`src/rtl/axi_fifo_pkg.sv`:
```
// -----------------------------------------------------------------------------
// axi_fifo_pkg
//   Shared types and constants for the async-FIFO read-side adapter.
//   - rd_adp_state_e : occupancy FSM of the 2-entry prefetch buffer. Each
//                      state's encoding equals the number of words it holds.
//   - STATS_CNT_W    : width of the optional delivered-beat counter.
//   - occ_of()       : state -> occupancy (0..2).
// -----------------------------------------------------------------------------
package axi_fifo_pkg;

    typedef enum logic [1:0] {
        EMPTY = 2'd0,
        ONE   = 2'd1,
        TWO   = 2'd2
    } rd_adp_state_e;

    localparam int STATS_CNT_W = 32;

    function automatic logic [1:0] occ_of(input rd_adp_state_e s);
        case (s)
            ONE:     return 2'd1;
            TWO:     return 2'd2;
            default: return 2'd0;
        endcase
    endfunction

endpackage

```
`src/rtl/axi_fifo_rd_adapter.sv`:
```
// -----------------------------------------------------------------------------
// axi_fifo_rd_adapter
//   Converts the async FIFO's read interface (rd_en / empty / rd_data that is
//   registered and returned one cycle after rd_en) into a valid/ready stream.
//   A 2-entry prefetch buffer (head + tail) sustains one beat per cycle and
//   never drops or duplicates a word under backpressure.
//
//   Optional feature: define AXI_FIFO_RD_ADAPTER_STATS_EN to build a 32-bit
//   wrapping count of delivered beats on beat_cnt_o; otherwise the port is
//   tied to zero. The port list is the same in both builds.
//
// Ports
//   m_clk_i         in   FIFO read-domain clock
//   m_rst_ni        in   asynchronous active-low reset (shared with the FIFO)
//   fifo_empty_i    in   FIFO empty flag
//   fifo_rd_data_i  in   FIFO read data, valid the cycle after an issued rd_en
//   fifo_rd_en_o    out  FIFO read enable
//   m_valid_o       out  output beat valid
//   m_ready_i       in   downstream ready
//   m_data_o        out  output payload (head entry)
//   beat_cnt_o      out  delivered-beat count (0 unless stats are built)
// -----------------------------------------------------------------------------
module axi_fifo_rd_adapter
    import axi_fifo_pkg::*;
#(
    parameter int DATA_WIDTH = 64
) (
    input  logic                   m_clk_i,
    input  logic                   m_rst_ni,
    input  logic                   fifo_empty_i,
    input  logic [DATA_WIDTH-1:0]  fifo_rd_data_i,
    output logic                   fifo_rd_en_o,
    output logic                   m_valid_o,
    input  logic                   m_ready_i,
    output logic [DATA_WIDTH-1:0]  m_data_o,
    output logic [STATS_CNT_W-1:0] beat_cnt_o
);

    rd_adp_state_e          r_state;
    rd_adp_state_e          w_state_nxt;
    logic                   r_inflight;   // a read was issued last cycle
    logic                   r_rst_done;   // low until the first edge after reset
    logic [DATA_WIDTH-1:0]  r_head;
    logic [DATA_WIDTH-1:0]  r_tail;

    logic                   w_pop;
    logic                   w_arr;
    logic [2:0]             w_level;      // words held plus word in flight
    logic                   w_post_zero;  // buffer is empty once this cycle's pop is taken

    assign w_arr = r_inflight;

    // -------------------------------------------------------------------------
    // State register
    // -------------------------------------------------------------------------
    // NOTE: sequential state uses non-blocking (<=) so every flop samples the
    // pre-edge values, independent of the order blocks are evaluated.
    always_ff @(posedge m_clk_i or negedge m_rst_ni) begin
        if (!m_rst_ni) begin
            r_state <= EMPTY;
        end else begin
            r_state <= w_state_nxt;
        end
    end

    // -------------------------------------------------------------------------
    // Next-state logic
    // -------------------------------------------------------------------------
    // NOTE: the default assignment up front keeps every path assigned, so no
    // latch is inferred.
    always_comb begin
        w_state_nxt = r_state;
        case (r_state)
            EMPTY: if (w_arr) w_state_nxt = ONE;
            ONE: begin
                if (w_pop && !w_arr)      w_state_nxt = EMPTY;
                else if (!w_pop && w_arr) w_state_nxt = TWO;
            end
            // pop & arr keeps TWO; !pop & arr cannot happen (issue rule).
            TWO:     if (w_pop && !w_arr) w_state_nxt = ONE;
            default: w_state_nxt = EMPTY;
        endcase
    end

    // -------------------------------------------------------------------------
    // Output logic
    // -------------------------------------------------------------------------
    // m_ready_i reaches fifo_rd_en_o combinationally on purpose: a slot freed by
    // this cycle's pop is refilled in the same cycle, which is what sustains one
    // beat per cycle with only two entries.
    always_comb begin
        m_valid_o    = (r_state != EMPTY);
        m_data_o     = r_head;
        w_pop        = m_valid_o && m_ready_i;
        w_level      = {1'b0, occ_of(r_state)} + {2'b00, r_inflight};
        // occ + inflight - pop < 2, rearranged to avoid a subtraction.
        fifo_rd_en_o = r_rst_done && !fifo_empty_i
                       && (w_level < (3'd2 + {2'b00, w_pop}));
    end

    // -------------------------------------------------------------------------
    // Prefetch buffer and read tracking
    // -------------------------------------------------------------------------
    assign w_post_zero = (r_state == EMPTY) || ((r_state == ONE) && w_pop);

    // NOTE: head/tail are reset (unusual for a datapath) because m_data_o must
    // read 0 out of reset.
    always_ff @(posedge m_clk_i or negedge m_rst_ni) begin
        if (!m_rst_ni) begin
            r_head     <= '0;
            r_tail     <= '0;
            r_inflight <= 1'b0;   // a word in flight at reset is discarded
            r_rst_done <= 1'b0;
        end else begin
            // Delays the first read by one edge after release, so rd_en is never
            // asserted while reset is still being deasserted.
            r_rst_done <= 1'b1;
            r_inflight <= fifo_rd_en_o;

            // Pop from TWO promotes the tail; an arrival in the same cycle goes
            // to the tail behind it, so order is preserved.
            if (w_pop && (r_state == TWO)) begin
                r_head <= r_tail;
            end
            if (w_arr) begin
                if (w_post_zero) r_head <= fifo_rd_data_i;
                else             r_tail <= fifo_rd_data_i;
            end
        end
    end

`ifndef SYNTHESIS
    // An arrival into a full buffer with no pop would lose a word.
    a_no_overflow: assert property (@(posedge m_clk_i) disable iff (!m_rst_ni)
        !((r_state == TWO) && !w_pop && r_inflight));
`endif

    // -------------------------------------------------------------------------
    // Optional delivered-beat counter
    // -------------------------------------------------------------------------
`ifdef AXI_FIFO_RD_ADAPTER_STATS_EN
    logic [STATS_CNT_W-1:0] r_beat_cnt;

    always_ff @(posedge m_clk_i or negedge m_rst_ni) begin
        if (!m_rst_ni) begin
            r_beat_cnt <= '0;
        end else if (w_pop) begin
            r_beat_cnt <= r_beat_cnt + STATS_CNT_W'(1);   // wraps naturally
        end
    end

    assign beat_cnt_o = r_beat_cnt;
`else
    assign beat_cnt_o = '0;
`endif

endmodule
```
`config.mk`:
```
export PLATFORM = sky130hd
export DESIGN_NAME = axi_fifo_rd_adapter
export DESIGN_NICKNAME = d
export VERILOG_FILES = /design/src/rtl/axi_fifo_pkg.sv /design/src/rtl/axi_fifo_rd_adapter.sv
export SDC_FILE = /design/constraint.sdc
export NUM_CORES = 1
export LEC_CHECK = 0
export ABC_AREA = 1
export CORE_UTILIZATION = 50
export DETAILED_ROUTE_END_ITERATION = 10
export PLACE_DENSITY = 0.8
export SYNTH_ARGS = -nofsm -noshare
export SYNTH_HDL_FRONTEND = slang
export SYNTH_SLANG_ARGS = --single-unit
```
`constraint.sdc`:
```
create_clock -name m_clk_i -period 4.31 [get_ports m_clk_i]
set_input_delay 0.862 -clock m_clk_i [delete_from_list [all_inputs] [get_ports m_clk_i]]
set_output_delay 0.862 -clock m_clk_i [all_outputs]
set_load 0.02 [all_outputs]
```
Yosys cells after proc, flatten, opt, wreduce, memory -nomap -nowiden
Cells that the tools add are included.
{"block": "word_totals", "regBits": 132, "inputBits": 68, "output_inout_bits": 98, "elab_cells": 38}
{"block": "op_classes", "add_sub_neg": 2, "magnitude_cmp": 1, "n_eq_ne": 5, "n_mux": 9, "n_bitwise": 1, "n_reduce_logical": 15}
{"operator": "$mux 64", "count": 3}
{"operator": "$mux 2", "count": 4}
{"operator": "$logic_and 1x1->1", "count": 7}
{"operator": "$pmux 2 s3", "count": 1}
{"operator": "$ne 2x2->1 const B", "count": 2}
{"operator": "$pmux 2 s2", "count": 1}
{"operator": "$add 2x1->3", "count": 1}
{"operator": "$add 2x1->3 const A", "count": 1}
{"operator": "$logic_not 1->1", "count": 3}
{"operator": "$lt 3x3->1", "count": 1}
{"operator": "$ne 3x3->1 const B", "count": 1}
{"operator": "$reduce_and 3->1", "count": 1}
{"operator": "$eq 2x1->1 const B", "count": 1}
{"operator": "$eq 2x2->1 const B", "count": 1}
{"operator": "$logic_not 2->1", "count": 1}
{"operator": "$reduce_and 2->1", "count": 1}
{"operator": "$reduce_bool 2->1", "count": 1}
{"operator": "$logic_or 1x1->1", "count": 1}
{"operator": "$not 1->1", "count": 1}

Logic depth before layout (Yosys ltp)
{"block": "logic_depth", "depth_word": 7, "mapped_depth": 8, "depth_no_buf": 7}

Least setup slack after synthesis
No wires, ideal clock.
{"block": "synth_timing", "path_type": "flip-flop to output port", "startpoint": "reg r_state[1]", "endpoint": "out fifo_rd_en_o", "arrival_time_ps": 1441, "setup_slack_ps": 2007, "stages_incl_launch_ff": 6, "path_cell_list": "dfrtp_1 inv_2 nor2_4 buf_2 ha_1 a21oi_1"}
{"block": "synth_between", "elab_chain_cells": 5}
{"item": "start: declaration", "line_no": "axi_fifo_rd_adapter.sv:39", "source": "rd_adp_state_e r_state;"}
{"item": "start signal: assignment", "line_no": "axi_fifo_rd_adapter.sv:62", "source": "r_state <= w_state_nxt;"}
{"item": "$eq 2x2->1, or another cell as far along", "line_no": "axi_fifo_pkg.sv:20", "source": "case (s)"}
{"item": "$pmux 2 s2 / $logic_and 1x1->1 (equally long branches)", "line_no": "axi_fifo_pkg.sv:20, axi_fifo_rd_adapter.sv:94"}
{"item": "$add 2x1->3, on equally long branches", "line_no": "axi_fifo_rd_adapter.sv:95, axi_fifo_rd_adapter.sv:98"}
{"item": "$lt 3x3->1 (*)", "line_no": "axi_fifo_rd_adapter.sv:98", "source": "&& (w_level < (3'd2 + {2'b00, w_pop}));"}
{"item": "$logic_and 1x1->1 (*)", "line_no": "axi_fifo_rd_adapter.sv:98"}
{"item": "end: declaration", "line_no": "axi_fifo_rd_adapter.sv:32", "source": "output logic fifo_rd_en_o,"}
Every way passes the cells marked *; elsewhere a longest branch is shown, timed or not.

Worst setup path after layout
{"block": "layout_timing", "startpoint": "reg r_state[0]", "endpoint": "out fifo_rd_en_o"}
The elaborated chain is that of the path after synthesis.

==> PnR_summary.wiki <==
{| class="wikitable"
! Metric !! Value
|-
| Status || finished clean
|-
| Hold-critical path depth || 2
|-
| Final hold violation count || 0
|-
| Syn_area_per_cell || roughly 7.9 sq um
|-
| Type of the worst setup path || flip-flop to output port
|-
| Worst-margin pin slew || between 1 and 1.5 ns
|-
| Largest stage delay on the critical path || 0.63 ns
|-
| Die W || 120 um
|-
| Startpoint kind of the worst setup timing path || flip-flop
|-
| Power density over cell area || 700 nW/um^2
|-
| I/O pin count || 166
|-
| Buffers inserted by post-CTS timing repair || 0
|-
| Mapped Cells || just under 900
|-
| Final Cycle Share || 73.3%
|-
| Slew Limit Headroom || between 10% and 20%
|-
| Clock-pin slew reported for the worst setup and hold paths after clock tree synthesis || 0.06 ns
|-
| Via count of the first global-routing pass || 5481
|-
| Drt total wl || ~16000 um
|-
| RSZ-0062 raised after global routing || false
|-
| Fin. max-slew vios || 0
|-
| Worst-path cell chain || inv_1 > nor2_1 > ha_1 > ha_1 > nor2_1 > nand2_1 > a21oi_1 > clkdlybuf4s50_1
|-
| Number of placed cells counting well taps || about 1100
|-
| First-pass DRT Iterations || 5
|-
| Layout cell share with drive strength beyond 1 || 9.05%
|-
| Largest net degree at the start of global routing || roughly 110
|-
| Final cell area excluding filler cells || 8660 sq um
|-
| Maximum clock skew at final layout || between 0.004 and 0.005 ns
|-
| Vias post-DR || between 5000 and 6000
|-
| Area of the mapped netlist || between 7000 and 8000 sq um
|-
| FF/Latch Area || 3300 sq um
|-
| Post-detailed-route DRC marker count || 0
|-
| Clock network latency to the later pin of the worst-skew pair || around 0.42 ns
|-
| Setup slack, reg-to-reg || 1.89 ns
|-
| Area Overhead vs Synth || 23.5%
|-
| Mean number of vias per cell || a little under 5
|-
| Cts-stage hold buffer count || 0
|-
| Post-CTS Resized || 0
|-
| Initial standard-cell utilization of the core || a little over half
|-
| Worst Setup End Kind || output port
|-
| First-pass GRT wire length || 26500 um
|-
| Highest-delay cell along the critical path || clkdlybuf4s50_1
|-
| Die Ht || between 100 and 150 um
|-
| Floorplan row count || 42
|-
| Post-route insts no fill || 1181
|-
| Setup tns final || 0 ns
|-
| Final antenna-violating net count || 0
|-
| Min cycle time layout || 3.16 ns
|-
| Clock tree from TritonCTS || yes
|-
| Diodes inserted || 0
|-
| Leakage || ~4.6 nW
|-
| Synth Register Bits || 132
|-
| Fillers || 1195
|-
| Net count of the finished layout || between 1000 and 1500
|-
| Final weighted congestion in routability-driven placement || around 0.75
|-
| Warning count from the yosys run || 0
|-
| HPWL after detailed placement || 8710 um
|-
| Die ar. || 14500 sq um
|-
| Total setup violations reported at the end of the flow || 0
|-
| Multi-input gate area || 2610 sq um
|-
| CORE AREA || 13500 sq um
|-
| Maximum achievable frequency || between 300 and 400 MHz
|-
| Clock Sink Count || 132
|-
| Total global routing overflow || 0
|-
| WP data required || 3.45 ns
|-
| Number of max-capacitance violations reported || 0
|-
| Maximum net fanout on the critical path || 5
|-
| Worst hold-check path type || flip-flop to flip-flop
|-
| Placed inst area || roughly 8000 sq um
|-
| Number of distinct standard cells referenced by the synthesized netlist || 19
|-
| Share of synthesized area occupied by flip-flops and latches || 47.1%
|-
| Antenna violations before repair || 0
|-
| Drt wl/cell || between 10 and 15 um
|-
| VDD IR max || 0.338 mV
|-
| Maximum clock insertion buffer count || 2
|-
| Data arrival time of the critical path || about 2.3 ns
|-
| Violation count after the first detailed-route iteration || approximately 460
|-
| Level count of the clock H-tree || 4
|-
| Total GRT Usage || 23.4%
|-
| CTS root buf || clkbuf_16
|-
| Port bufs || about 130
|-
| Num CTS Buffers || 17
|-
| FF-to-FF path depth || 5
|}
-- power breakdown --
group	internal, mW	total [mW]	switching (mW)
registers	1.84	2.16	0.322
logic	1.01	2.38	1.37
clock network	0.996	1.52	0.525
-- cell families (layout without fill, tap and decap cells) --
family | count (synthesis) | in the layout | synth area share (%)
other cells | 2 | 33 | 0.107
flops | 132 | 132 | 47.1
fa+ha+maj | 2 | 2 | 0.357
compound gates | 3 | 3 | 0.250
simple gates | 528 | 528 | 34.8
buf+inv | 221 | 307 | 17.4
-- worst max-delay path, delay by kind of cell, from the launching register on --
family / cells / cell delay (ns)
compound gates: 1 / 0.15
fa+ha+maj: 2 / 0.37
buf+inv: 2 / 0.74
flops: 1 / 0.44
simple gates: 3 / 0.18
-- cell type report --
cell class,instances,share of cell area (%)
sequential,132,38.1
multi-input combinational,566,30.2
timing repair buffer,141,16.0
clock buffer,23,5.86
inverter,134,5.81
tap,176,2.54
clock inverter,9,1.42
-- registers in the layout, indices dropped and copies added (netlist names) --
signal and cells:
r_tail 64, m_data_o 64, r_state 2, r_rst_done 1, r_inflight 1
-- through the flow --
step,worst slack (ns),hold slack (ns),utilization (%),total power [mW]
2_1_floorplan,2.01,0.442,-,3.70
3_3_place_gp,1.26,0.453,59.7,4.49
3_5_place_dp,1.28,0.458,59.7,4.56
4_1_cts,1.12,0.472,64.4,6.11
5_1_grt,0.968,0.482,64.4,6.48
6_report,1.15,0.466,64.4,6.06
-- cell usage after synthesis --
| library cell | count | area share [%] |
|---|---|---|
| inv_1 | 131 | 7.0 |
| nand3_2 | 42 | 6.0 |
| buf_2 | 24 | 1.7 |
| ha_1 | 2 | 0.36 |
| o21ai_0 | 1 | 0.071 |
| buf_6 | 20 | 3.2 |
| buf_1 | 1 | 0.053 |
| buf_12 | 5 | 1.4 |
| nor2_4 | 1 | 0.16 |
| nand3_1 | 152 | 11 |
| conb_1 | 2 | 0.11 |
| inv_2 | 3 | 0.16 |
| buf_4 | 34 | 3.6 |
| dfrtp_1 | 132 | 47 |
| nand2_1 | 329 | 18 |
| a21oi_1 | 1 | 0.071 |
| a21boi_0 | 1 | 0.11 |
| clkbuf_1 | 3 | 0.16 |
| nor2_1 | 4 | 0.21 |
-- final timing paths --
| path | start | end |
|---|---|---|
| max | r_state[0] | fifo_rd_en_o |
| min | r_tail[5] | r_tail[5] |
| max reg2reg | r_inflight | m_data_o[32] |
| min reg2reg | r_tail[5] | r_tail[5] |
| max in group asynchronous | m_rst_ni | r_tail[12] |
| min in group asynchronous | m_rst_ni | r_tail[34] |
-- layer usage --
metal | global-route usage, % | share of wire (%) | vias up
met5 | 0 | 0 | -
met4 | 8.10 | 1.4 | 0
met3 | 6.04 | 5.8 | 19
met2 | 38.0 | 48 | 171
met1 | 30.2 | 45 | 2649
li1 | - | - | 2850
-- layout by cell type, fill, tap and decap left out --
cell type	Yosys	routed
inv_2	3	3
nor2_4	1	1
nand3_2	42	42
a21oi_1	1	1
nand3_1	152	152
nand2_1	329	327
nand2_2	0	2
ha_1	2	2
buf_6	20	1
clkbuf_8	0	6
inv_1	131	131
nor2_1	4	4
clkinv_2	0	5
clkdlybuf4s50_1	0	131
clkbuf_16	0	17
dfrtp_1	132	131
bufinv_16	0	3
clkinvlp_4	0	1
conb_1	2	33
a21boi_0	1	1
dfrtp_2	0	1
buf_4	34	9
o21ai_0	1	1
(Power assumes the default switching activity.)
